--- config.mk ---
export PLATFORM = sky130hd
export DESIGN_NAME = sdram_port_arbiter_flat
export DESIGN_NICKNAME = d
export VERILOG_FILES = /design/src/rtl/sdram_port_arbiter_if.sv /design/src/rtl/sdram_port_arbiter.sv /design/src/flat_wrapper.sv
export SDC_FILE = /design/constraint.sdc
export NUM_CORES = 1
export LEC_CHECK = 0
export ABC_CLOCK_PERIOD_IN_PS = 5700
export BUFFER_PORTS_ARGS = -buffer_cell sky130_fd_sc_hd__buf_2
export CORE_AREA = 2 2 154 156
export DETAILED_ROUTE_END_ITERATION = 7
export DIE_AREA = 0 0 156 158
export PLACE_DENSITY_LB_ADDON = 0.1
export RECOVER_POWER = 50
export SLEW_MARGIN = 10
export SYNTH_ARGS = -nofsm -noshare
export SYNTH_HDL_FRONTEND = slang
export SYNTH_SLANG_ARGS = --single-unit
--- constraint.sdc ---
create_clock -name clk -period 5.7 [get_ports clk]
set_clock_uncertainty 0.05 [all_clocks]
set_input_delay 0.285 -clock clk [delete_from_list [all_inputs] [get_ports clk]]
set_output_delay 0.285 -clock clk [all_outputs]
set_load 0.02 [all_outputs]
--- src/rtl/sdram_port_arbiter_if.sv ---
// Bundle between the requesters, the port arbiter and the SDRAM controller command port.
// Handshake: a requester holds p_rd/p_wr until its 1-cycle p_ack; the arbiter holds m_rd/m_wr until m_rdy, then drops them next cycle.
interface sdram_port_arbiter_if #(
  parameter int NUM_PORTS  = 4,
  parameter int ADDR_WIDTH = 25,
  parameter int DATA_WIDTH = 32,
  parameter int WORD_LEN   = 4
);
  logic [NUM_PORTS-1:0]            p_rd;
  logic [NUM_PORTS*WORD_LEN-1:0]   p_wr;
  logic [NUM_PORTS*ADDR_WIDTH-1:0] p_addr;
  logic [NUM_PORTS*DATA_WIDTH-1:0] p_wdata;
  logic [NUM_PORTS-1:0]            p_ack;
  logic [NUM_PORTS-1:0]            p_rvalid;
  logic [NUM_PORTS-1:0]            p_wvalid;
  logic [NUM_PORTS-1:0]            p_err;
  logic [DATA_WIDTH-1:0]           p_rdata;
  logic                            m_rdy;
  logic                            m_rd;
  logic [WORD_LEN-1:0]             m_wr;
  logic [ADDR_WIDTH-1:0]           m_addr;
  logic [DATA_WIDTH-1:0]           m_wdata;
  logic [DATA_WIDTH-1:0]           m_rdata;
  logic                            m_rvalid;
  logic                            m_wvalid;

  modport master (
    input  p_rd, p_wr, p_addr, p_wdata, m_rdy, m_rdata, m_rvalid, m_wvalid,
    output p_ack, p_rvalid, p_wvalid, p_err, p_rdata, m_rd, m_wr, m_addr, m_wdata
  );

  modport slave (
    output p_rd, p_wr, p_addr, p_wdata, m_rdy, m_rdata, m_rvalid, m_wvalid,
    input  p_ack, p_rvalid, p_wvalid, p_err, p_rdata, m_rd, m_wr, m_addr, m_wdata
  );
endinterface

--- src/rtl/sdram_port_arbiter.sv ---
// Round-robin sharing of one SDRAM controller command port among NUM_PORTS requesters,
// one transaction in flight, completions routed back to the owner, watchdog abort.
module sdram_port_arbiter #(
  parameter int NUM_PORTS      = 4,
  parameter int ADDR_WIDTH     = 25,
  parameter int DATA_WIDTH     = 32,
  parameter int WORD_LEN       = 4,
  parameter int TIMEOUT_CYCLES = 64
) (
  input  logic                clk,
  input  logic                rst,
  sdram_port_arbiter_if.master bus,
  output logic [1:0]          dbg_state
);
  localparam int GW = $clog2(NUM_PORTS);
  localparam int CW = $clog2(TIMEOUT_CYCLES);
  localparam logic [CW-1:0] CNT_LAST = CW'(TIMEOUT_CYCLES - 1);

  localparam logic [1:0] ST_IDLE  = 2'd0;
  localparam logic [1:0] ST_ISSUE = 2'd1;
  localparam logic [1:0] ST_WAIT  = 2'd2;

  logic [1:0]            state;
  logic [GW-1:0]         grant;
  logic [GW-1:0]         last_grant;
  logic [CW-1:0]         cnt;
  logic                  rd_q;
  logic [WORD_LEN-1:0]   wr_q;
  logic [ADDR_WIDTH-1:0] addr_q;
  logic [DATA_WIDTH-1:0] wdata_q;

  logic [NUM_PORTS-1:0]  req;
  logic                  found;
  logic [GW-1:0]         pick;
  logic [GW-1:0]         cand;
  logic                  sel_rd;
  logic [WORD_LEN-1:0]   sel_wr;
  logic [ADDR_WIDTH-1:0] sel_addr;
  logic [DATA_WIDTH-1:0] sel_wdata;

  logic accept;
  logic done_r;
  logic done_w;
  logic expire;

  always_comb begin
    req = '0;
    for (int i = 0; i < NUM_PORTS; i++)
      req[i] = bus.p_rd[i] | (|bus.p_wr[i*WORD_LEN +: WORD_LEN]);
  end

  // Search starts just past the last completed owner, so the previous winner ranks last.
  always_comb begin
    found = 1'b0;
    pick  = '0;
    cand  = '0;
    for (int k = 1; k <= NUM_PORTS; k++) begin
      cand = GW'((int'(last_grant) + k) % NUM_PORTS);
      if (!found && req[cand]) begin
        found = 1'b1;
        pick  = cand;
      end
    end
  end

  always_comb begin
    sel_rd    = 1'b0;
    sel_wr    = '0;
    sel_addr  = '0;
    sel_wdata = '0;
    for (int i = 0; i < NUM_PORTS; i++) begin
      if (GW'(i) == pick) begin
        sel_rd    = bus.p_rd[i];
        sel_wr    = bus.p_wr[i*WORD_LEN +: WORD_LEN];
        sel_addr  = bus.p_addr[i*ADDR_WIDTH +: ADDR_WIDTH];
        sel_wdata = bus.p_wdata[i*DATA_WIDTH +: DATA_WIDTH];
      end
    end
  end

  assign accept = (state == ST_ISSUE) && bus.m_rdy;
  assign done_r = (state == ST_WAIT) && bus.m_rvalid;
  assign done_w = (state == ST_WAIT) && bus.m_wvalid && !bus.m_rvalid;
  assign expire = (state == ST_WAIT) && !bus.m_rvalid && !bus.m_wvalid && (cnt == CNT_LAST);

  always_ff @(posedge clk) begin
    if (rst) begin
      state      <= ST_IDLE;
      grant      <= '0;
      last_grant <= GW'(NUM_PORTS - 1);
      cnt        <= '0;
      rd_q       <= 1'b0;
      wr_q       <= '0;
      addr_q     <= '0;
      wdata_q    <= '0;
    end else begin
      case (state)
        ST_IDLE: begin
          if (found) begin
            grant   <= pick;
            rd_q    <= sel_rd;
            wr_q    <= sel_rd ? '0 : sel_wr;
            addr_q  <= sel_addr;
            wdata_q <= sel_wdata;
            state   <= ST_ISSUE;
          end
        end
        ST_ISSUE: begin
          if (bus.m_rdy) begin
            cnt   <= '0;
            state <= ST_WAIT;
          end
        end
        ST_WAIT: begin
          cnt <= cnt + 1'b1;
          if (done_r || done_w || expire) begin
            last_grant <= grant;
            state      <= ST_IDLE;
          end
        end
        default: state <= ST_IDLE;
      endcase
    end
  end

  // Pulses are gated by rst so a completion arriving during reset is dropped.
  always_comb begin
    bus.p_ack    = '0;
    bus.p_rvalid = '0;
    bus.p_wvalid = '0;
    bus.p_err    = '0;
    if (!rst) begin
      bus.p_ack[grant]    = accept;
      bus.p_rvalid[grant] = done_r;
      bus.p_wvalid[grant] = done_w;
      bus.p_err[grant]    = expire;
    end
  end

  assign bus.m_rd    = !rst && (state == ST_ISSUE) && rd_q;
  assign bus.m_wr    = (!rst && (state == ST_ISSUE)) ? wr_q : '0;
  assign bus.m_addr  = addr_q;
  assign bus.m_wdata = wdata_q;
  assign bus.p_rdata = bus.m_rdata;
  assign dbg_state   = state;
endmodule

--- src/flat_wrapper.sv ---
// flat-port wrapper written by rule: the top's interface ports become plain ports
module sdram_port_arbiter_flat 
#(
  parameter int NUM_PORTS      = 4,
  parameter int ADDR_WIDTH     = 25,
  parameter int DATA_WIDTH     = 32,
  parameter int WORD_LEN       = 4,
  parameter int TIMEOUT_CYCLES = 64
)
  (clk, rst, dbg_state, bus_p_rd, bus_p_wr, bus_p_addr, bus_p_wdata, bus_m_rdy, bus_m_rdata, bus_m_rvalid, bus_m_wvalid, bus_p_ack, bus_p_rvalid, bus_p_wvalid, bus_p_err, bus_p_rdata, bus_m_rd, bus_m_wr, bus_m_addr, bus_m_wdata);
  sdram_port_arbiter_if #(.NUM_PORTS(NUM_PORTS), .ADDR_WIDTH(ADDR_WIDTH), .DATA_WIDTH(DATA_WIDTH), .WORD_LEN(WORD_LEN)) bus_i ();
  input  logic clk;
  input  logic rst;
  output logic [1:0] dbg_state;
  input wire logic [$bits(bus_i.p_rd)-1:0] bus_p_rd;
  input wire logic [$bits(bus_i.p_wr)-1:0] bus_p_wr;
  input wire logic [$bits(bus_i.p_addr)-1:0] bus_p_addr;
  input wire logic [$bits(bus_i.p_wdata)-1:0] bus_p_wdata;
  input wire logic [$bits(bus_i.m_rdy)-1:0] bus_m_rdy;
  input wire logic [$bits(bus_i.m_rdata)-1:0] bus_m_rdata;
  input wire logic [$bits(bus_i.m_rvalid)-1:0] bus_m_rvalid;
  input wire logic [$bits(bus_i.m_wvalid)-1:0] bus_m_wvalid;
  output wire logic [$bits(bus_i.p_ack)-1:0] bus_p_ack;
  output wire logic [$bits(bus_i.p_rvalid)-1:0] bus_p_rvalid;
  output wire logic [$bits(bus_i.p_wvalid)-1:0] bus_p_wvalid;
  output wire logic [$bits(bus_i.p_err)-1:0] bus_p_err;
  output wire logic [$bits(bus_i.p_rdata)-1:0] bus_p_rdata;
  output wire logic [$bits(bus_i.m_rd)-1:0] bus_m_rd;
  output wire logic [$bits(bus_i.m_wr)-1:0] bus_m_wr;
  output wire logic [$bits(bus_i.m_addr)-1:0] bus_m_addr;
  output wire logic [$bits(bus_i.m_wdata)-1:0] bus_m_wdata;
  assign bus_i.p_rd = bus_p_rd;
  assign bus_i.p_wr = bus_p_wr;
  assign bus_i.p_addr = bus_p_addr;
  assign bus_i.p_wdata = bus_p_wdata;
  assign bus_i.m_rdy = bus_m_rdy;
  assign bus_i.m_rdata = bus_m_rdata;
  assign bus_i.m_rvalid = bus_m_rvalid;
  assign bus_i.m_wvalid = bus_m_wvalid;
  assign bus_p_ack = bus_i.p_ack;
  assign bus_p_rvalid = bus_i.p_rvalid;
  assign bus_p_wvalid = bus_i.p_wvalid;
  assign bus_p_err = bus_i.p_err;
  assign bus_p_rdata = bus_i.p_rdata;
  assign bus_m_rd = bus_i.m_rd;
  assign bus_m_wr = bus_i.m_wr;
  assign bus_m_addr = bus_i.m_addr;
  assign bus_m_wdata = bus_i.m_wdata;
  sdram_port_arbiter #(.NUM_PORTS(NUM_PORTS), .ADDR_WIDTH(ADDR_WIDTH), .DATA_WIDTH(DATA_WIDTH), .WORD_LEN(WORD_LEN), .TIMEOUT_CYCLES(TIMEOUT_CYCLES)) u_core (.clk(clk), .rst(rst), .bus(bus_i), .dbg_state(dbg_state));
endmodule
Yosys cells after proc, flatten, opt, wreduce, memory -nomap -nowiden
Index checks and enable logic that the tools add are counted.
{"block": "totals", "register_bits": 74, "latchBits": 0, "ram_bits": 0, "rom_bits": 0, "n_memories": 0}
{"block": "op_classes", "n_addsub": 5, "n_mul": 0, "n_div": 0, "magnitude_cmp": 6, "n_eq_ne": 9, "shifts": 0, "mux": 46, "bitwise_logic": 8, "reduce_logical": 32}
{"operator": "32-bit two-way mux", "n": 4}
{"operator": "25-bit two-way mux", "n": 4}
{"operator": "4-bit two-way mux", "n": 10}
{"operator": "4-bit AND", "n": 4}
{"operator": "4-bit OR reduction", "n": 4}
{"operator": "2-bit by 3-bit less-than comparator with 1-bit output, second input constant", "n": 5}
{"operator": "2-bit two-way mux", "n": 7}
{"operator": "1-bit logical AND", "n": 13}
{"operator": "1-bit two-way mux", "n": 13}
{"operator": "6-bit case mux with 2 select lines", "n": 1}
{"operator": "1-bit binary-select mux with 2-bit select", "n": 4}
{"operator": "6-bit by 1-bit adder with 6-bit output, second input constant", "n": 1}
{"operator": "6-bit equality test, second input constant", "n": 1}
{"operator": "1-bit zero test", "n": 6}
{"operator": "6-bit two-way mux", "n": 1}
{"operator": "2-bit case mux with 3 select lines", "n": 1}
{"operator": "2-bit AND reduction", "n": 3}
{"operator": "2-bit by 1-bit adder with 2-bit output, second input constant", "n": 2}
{"operator": "2-bit adder, second input constant", "n": 2}
{"operator": "2-bit equality test, first input constant", "n": 2}
{"operator": "2-bit zero test", "n": 2}
{"operator": "2-bit inequality test, second input constant", "n": 2}
{"operator": "1-bit bitwise OR", "n": 4}
{"operator": "3-bit AND reduction", "n": 1}
{"operator": "8 further kinds", "n": 9}

Depth between registers and ports, before layout
{"block": "logic_depth", "word_depth": 20, "mapped_depth": 9}

Least setup slack after synthesis
No wires, ideal clock.
{"block": "synth_path", "path_type": "input-to-reg", "startpoint": "input port bus_p_wr[4]", "endpoint": "register u_core.addr_q[10] (netlist: u_core.bus.m_addr[10])", "setup_time_ps": 121, "arrival_time_ps": 2280, "setup_slack_ps": 3250, "stages": 8, "path_cell_list": "or4_4 -> or4_4 -> o31a_1 -> nor3b_1 -> buf_2 -> buf_2 -> o221ai_1 -> o21ai_1"}
{"block": "synth_between", "elab_chain_cells": 19}
{"element": "from (decl)", "line": "flat_wrapper.sv:16", "rtl": "input wire logic [$bits(bus_i.p_wr)-1:0] bus_p_wr;"}
{"element": "4-bit OR reduction *", "line": "sdram_port_arbiter.sv:49", "rtl": "req[i] = bus.p_rd[i] | (|bus.p_wr[i*WORD_LEN +: WORD_LEN]);"}
{"element": "1-bit bitwise OR *", "line": "sdram_port_arbiter.sv:49"}
{"element": "1-bit binary-select mux with 2-bit select", "line": "sdram_port_arbiter.sv:59", "rtl": "if (!found && req[cand]) begin"}
{"element": "1-bit two-way mux (implied by the code)", "line": "sdram_port_arbiter.sv:59"}
{"element": "1-bit two-way mux", "line": "sdram_port_arbiter.sv:59"}
{"element": "1-bit zero test", "line": "sdram_port_arbiter.sv:59"}
{"element": "1-bit logical AND", "line": "sdram_port_arbiter.sv:59"}
{"element": "1-bit two-way mux", "line": "sdram_port_arbiter.sv:59"}
{"element": "1-bit zero test", "line": "sdram_port_arbiter.sv:59"}
{"element": "1-bit logical AND", "line": "sdram_port_arbiter.sv:59"}
{"element": "1-bit two-way mux", "line": "sdram_port_arbiter.sv:59"}
{"element": "1-bit zero test", "line": "sdram_port_arbiter.sv:59"}
{"element": "1-bit logical AND", "line": "sdram_port_arbiter.sv:59"}
{"element": "2-bit two-way mux", "line": "sdram_port_arbiter.sv:59"}
{"element": "2-bit zero test", "line": "sdram_port_arbiter.sv:72", "rtl": "if (GW'(i) == pick) begin"}
{"element": "25-bit two-way mux (4 in a row)", "line": "sdram_port_arbiter.sv:72"}
{"element": "to (signal assigned)", "line": "sdram_port_arbiter.sv:103", "rtl": "addr_q <= sel_addr;"}
{"element": "to (decl)", "line": "sdram_port_arbiter.sv:29", "rtl": "logic [ADDR_WIDTH-1:0] addr_q;"}
Every way passes the cells marked *; elsewhere a longest branch is shown, timed or not. The select of a mux whose other input is x is not followed.
A chain may end at the register's enable or synchronous reset.

Final worst setup path
{"block": "layout_path", "startpoint": "input port bus_p_wr[9]", "endpoint": "register u_core.wr_q[2]"}
{"block": "layout_between", "elab_chain_cells": 20}
{"element": "4-bit OR reduction *", "line": "sdram_port_arbiter.sv:49"}
{"element": "1-bit bitwise OR *", "line": "sdram_port_arbiter.sv:49"}
{"element": "1-bit binary-select mux with 2-bit select", "line": "sdram_port_arbiter.sv:59"}
{"element": "1-bit two-way mux (implied by the code)", "line": "sdram_port_arbiter.sv:59"}
{"element": "1-bit two-way mux", "line": "sdram_port_arbiter.sv:59"}
{"element": "1-bit zero test", "line": "sdram_port_arbiter.sv:59"}
{"element": "1-bit logical AND", "line": "sdram_port_arbiter.sv:59"}
{"element": "1-bit two-way mux", "line": "sdram_port_arbiter.sv:59"}
{"element": "1-bit zero test", "line": "sdram_port_arbiter.sv:59"}
{"element": "1-bit logical AND", "line": "sdram_port_arbiter.sv:59"}
{"element": "1-bit two-way mux", "line": "sdram_port_arbiter.sv:59"}
{"element": "1-bit zero test", "line": "sdram_port_arbiter.sv:59"}
{"element": "1-bit logical AND", "line": "sdram_port_arbiter.sv:59"}
{"element": "2-bit two-way mux", "line": "sdram_port_arbiter.sv:59"}
{"element": "2-bit zero test", "line": "sdram_port_arbiter.sv:72"}
{"element": "4-bit two-way mux or 1-bit two-way mux (tied branches) (4 in a row)", "line": "sdram_port_arbiter.sv:72"}
{"element": "4-bit two-way mux", "line": "sdram_port_arbiter.sv:102", "rtl": "wr_q <= sel_rd ? '0 : sel_wr;"}
{"element": "to (signal assigned)", "line": "sdram_port_arbiter.sv:102"}
{"element": "to (decl)", "line": "sdram_port_arbiter.sv:28", "rtl": "logic [WORD_LEN-1:0] wr_q;"}
Marked as above.

==> impl_results.md <==
- # hold bufs at CTS: 0
- Final Cell Area: 6530 sq um
- CP max FO: 37
- Rel. slew slack: ~24%
- Non-filler cells, final: between 1000 and 1500
- Yosys warning count: 0
- Area delta synth->final: 39.4%
- Critical path's slowest cell: o221ai_4
- Total number of vias: 5616
- Netlist cell types: 42
- Tot GR Track Use: 16.9%
- Startpoint Class: input port
- Gr ovfl total: 0
- Max cap viols: 0
- CP Cell Sequence: buf_2 -> or4_4 -> or2_4 -> o221ai_4 -> buf_4 -> nand2_1 -> mux2i_1 -> o41ai_1 -> nor2b_1
- Total Power: 1.89 mW
- Num Clock Sinks: between 70 and 80
- Min Hold Slack: 0.193 ns
- Worst Path Required: 5.84 ns
- P per Cell Area: 289 nW/um^2
- Final Hold Viols: 0
- Synth Instances: 636
- IO Count: roughly 400
- Setup tns final: 0 ns
- Fin. max-slew vios: 0
- RSZ-0062 raised after global routing: no
- Crit-path max cell delay: 0.75 ns
- VDD IR max: 0.106 mV
- Cts bufs inserted: 9
- Die Area: between 20000 and 25000 sq um
- Crit path kind: input port to register
- Post-DP HPWL: about 16000 microns
- Pleak: slightly below 3 nW
- 1st-pass router iterations: 5
- Min Tclk post-route: 3.15 ns
- Synthesized flop and latch total: 74
- Layout cells sized above 1: around 36%
- Outcome: complete, no violations
- Largest net degree at the start of global routing: 47
- Die Width: ~160 microns
- Hold Crit Class: input port to register
- Placed insts: 1185
- First-pass GRT wire length: around 32000 microns
- Cell taking the most area after synthesis: dfxtp_1
- CP Capture Type: register
- Routed wire length: 21800 microns
- Synth cell count leaders: 165 x nand2_1, 74 x dfxtp_1, 55 x nor2_1
- EDFF count, synth: 0
- Antenna violations before repair: 2
- Clk root buf: clkbuf_16
- Vias in the first global route: 5571
- Post-synth ARST share: 0%
- Port Buffers: between 300 and 400
- Syn_nets: 922
- Most common cell in the netlist: nand2_1
- Initial Utilization: between 20% and 30%
- Placer Congestion: 0.772
- Core ar.: about 23000 sq um
- Final ANT Viol Nets: 0
- Clk slew on worst S/H paths: 0.05 ns
- Drt first-iter violations: between 300 and 400
- CTS tree: done
- Top FF cell, synth: dfxtp_1
- Sequential area share after synthesis: a little under a third
- Endpoints failing setup: 0
- DP Area: 6300 sq um
- Arrival time worst endpoint: 3.29 ns
- Drt drc: 0
- Final Cycle Share: 55.3%
- # rows: 56
- Worst R2R Setup Slack: between 2 and 3 ns
- Worst-margin pin slew: 1.13 ns
- Routed len/inst: between 15 and 20 microns
- Mapped cell area: 4690 sq um
- H-tree depth: 3
- Post_cts resized: 0
- CTS Buffer Depth: 2
- Syn Area/Cell: roughly 7.4 sq um
- Total Nets Final: 1192
- Post-CTS Setup Bufs: 0
- Synth area leaders: dfxtp_1 32%, nand2_1 13%, o221ai_1 8.8%, and3_1 6.4%, buf_4 5.4%
- Vias per cell: around 4.7
- F_max: 0.317 GHz
- Post-synth top area share: 31.6%
- Chip Height: 158 microns
- Clk Latency, worst-skew pair: between 0.3 and 0.4 ns
cell usage in the layout, fill, tap and decap left out, drive strengths merged, types with 2 or more instances in the layout:
cell type	instances
a211o	2
a211oi	14
a21o	2
a21oi	10
a221oi	12
and2	8
and3	48
buf	279
bufinv	2
clkbuf	69
clkinvlp	2
dfxtp	74
inv	5
mux2	19
nand2	166
nand3	4
nand3b	2
nor2	56
nor2b	7
nor3	3
nor4	2
o21ai	51
o221ai	47
o31ai	2
o41ai	5
or2	2
or3	4
or4	3
critical path: cells and delay by family:
kind            cells  cell delay, ns
buf+inv             2            0.58
mux                 1            0.41
compound gates      2            0.89
simple gates        4            1.08
path summary, 6_finish.rpt:
path / endpoint / from / cells after the start
worst max-delay path: u_core.wr_q[2]$_SDFFE_PP0P_ / bus_p_wr[9] / 9
worst min-delay path: u_core.dbg_state[0]$_SDFFE_PP0P_ / bus_m_rdy / 3
worst max register to register: u_core.wr_q[2]$_SDFFE_PP0P_ / u_core.last_grant[1]$_SDFFE_PP1P_ / 7
worst min register to register: u_core.bus.m_wdata[9]$_SDFFE_PP0P_ / u_core.bus.m_wdata[9]$_SDFFE_PP0P_ / 2
stage by stage:
| stage | utilization, % | setup slack (ns) |
|---|---|---|
| after floorplan | - | 3.25 |
| after global placement | 27.3 | 2.16 |
| after detailed placement | 27.3 | 2.12 |
| after CTS | 28.7 | 2.49 |
| after global routing | 28.3 | 2.32 |
| final | 28.3 | 2.55 |
state kept, by name, indices dropped and copies added (netlist names):
register            flops
u_core.dbg_state        2
u_core.grant            2
u_core.wr_q             4
u_core.cnt              6
u_core.last_grant       2
u_core.bus.m_addr      25
u_core.bus.m_wdata     32
u_core.rd_q             1
cell type report:
cell class | count | area, sq um
clock buffer | 10 | 229
sequential | 74 | 1480
clock inverter | 5 | 80.1
timing repair buffer | 338 | 1630
inverter | 5 | 18.8
antenna | 1 | 2.50
fill | 2639 | 16500
tap | 290 | 363
multi-input combinational | 478 | 2730
metal layers:
metal	track usage [%]	part of all wire, %
met1	20.3	43
met2	29.4	47
met3	5.04	8.5
met4	4.63	1.5
met5	0	0.055
power by group:
part,switching [mW],internal [mW]
Clock,0.245,0.381
Combinational,0.388,0.233
Sequential,0.0445,0.598
logic make-up after synthesis:
| group | count (synthesis) | share of synthesized area [%] |
|---|---|---|
| AO/OA/AOI/OAI | 150 | 22.8 |
| adder cells (fa/ha/maj) | 1 | 0.267 |
| buffers and inverters | 84 | 10.8 |
| flip-flops | 74 | 31.6 |
| multiplexers | 20 | 4.78 |
| AND/OR/NAND/NOR | 307 | 29.8 |
Note: power is estimated with default switching activity, not from simulation.
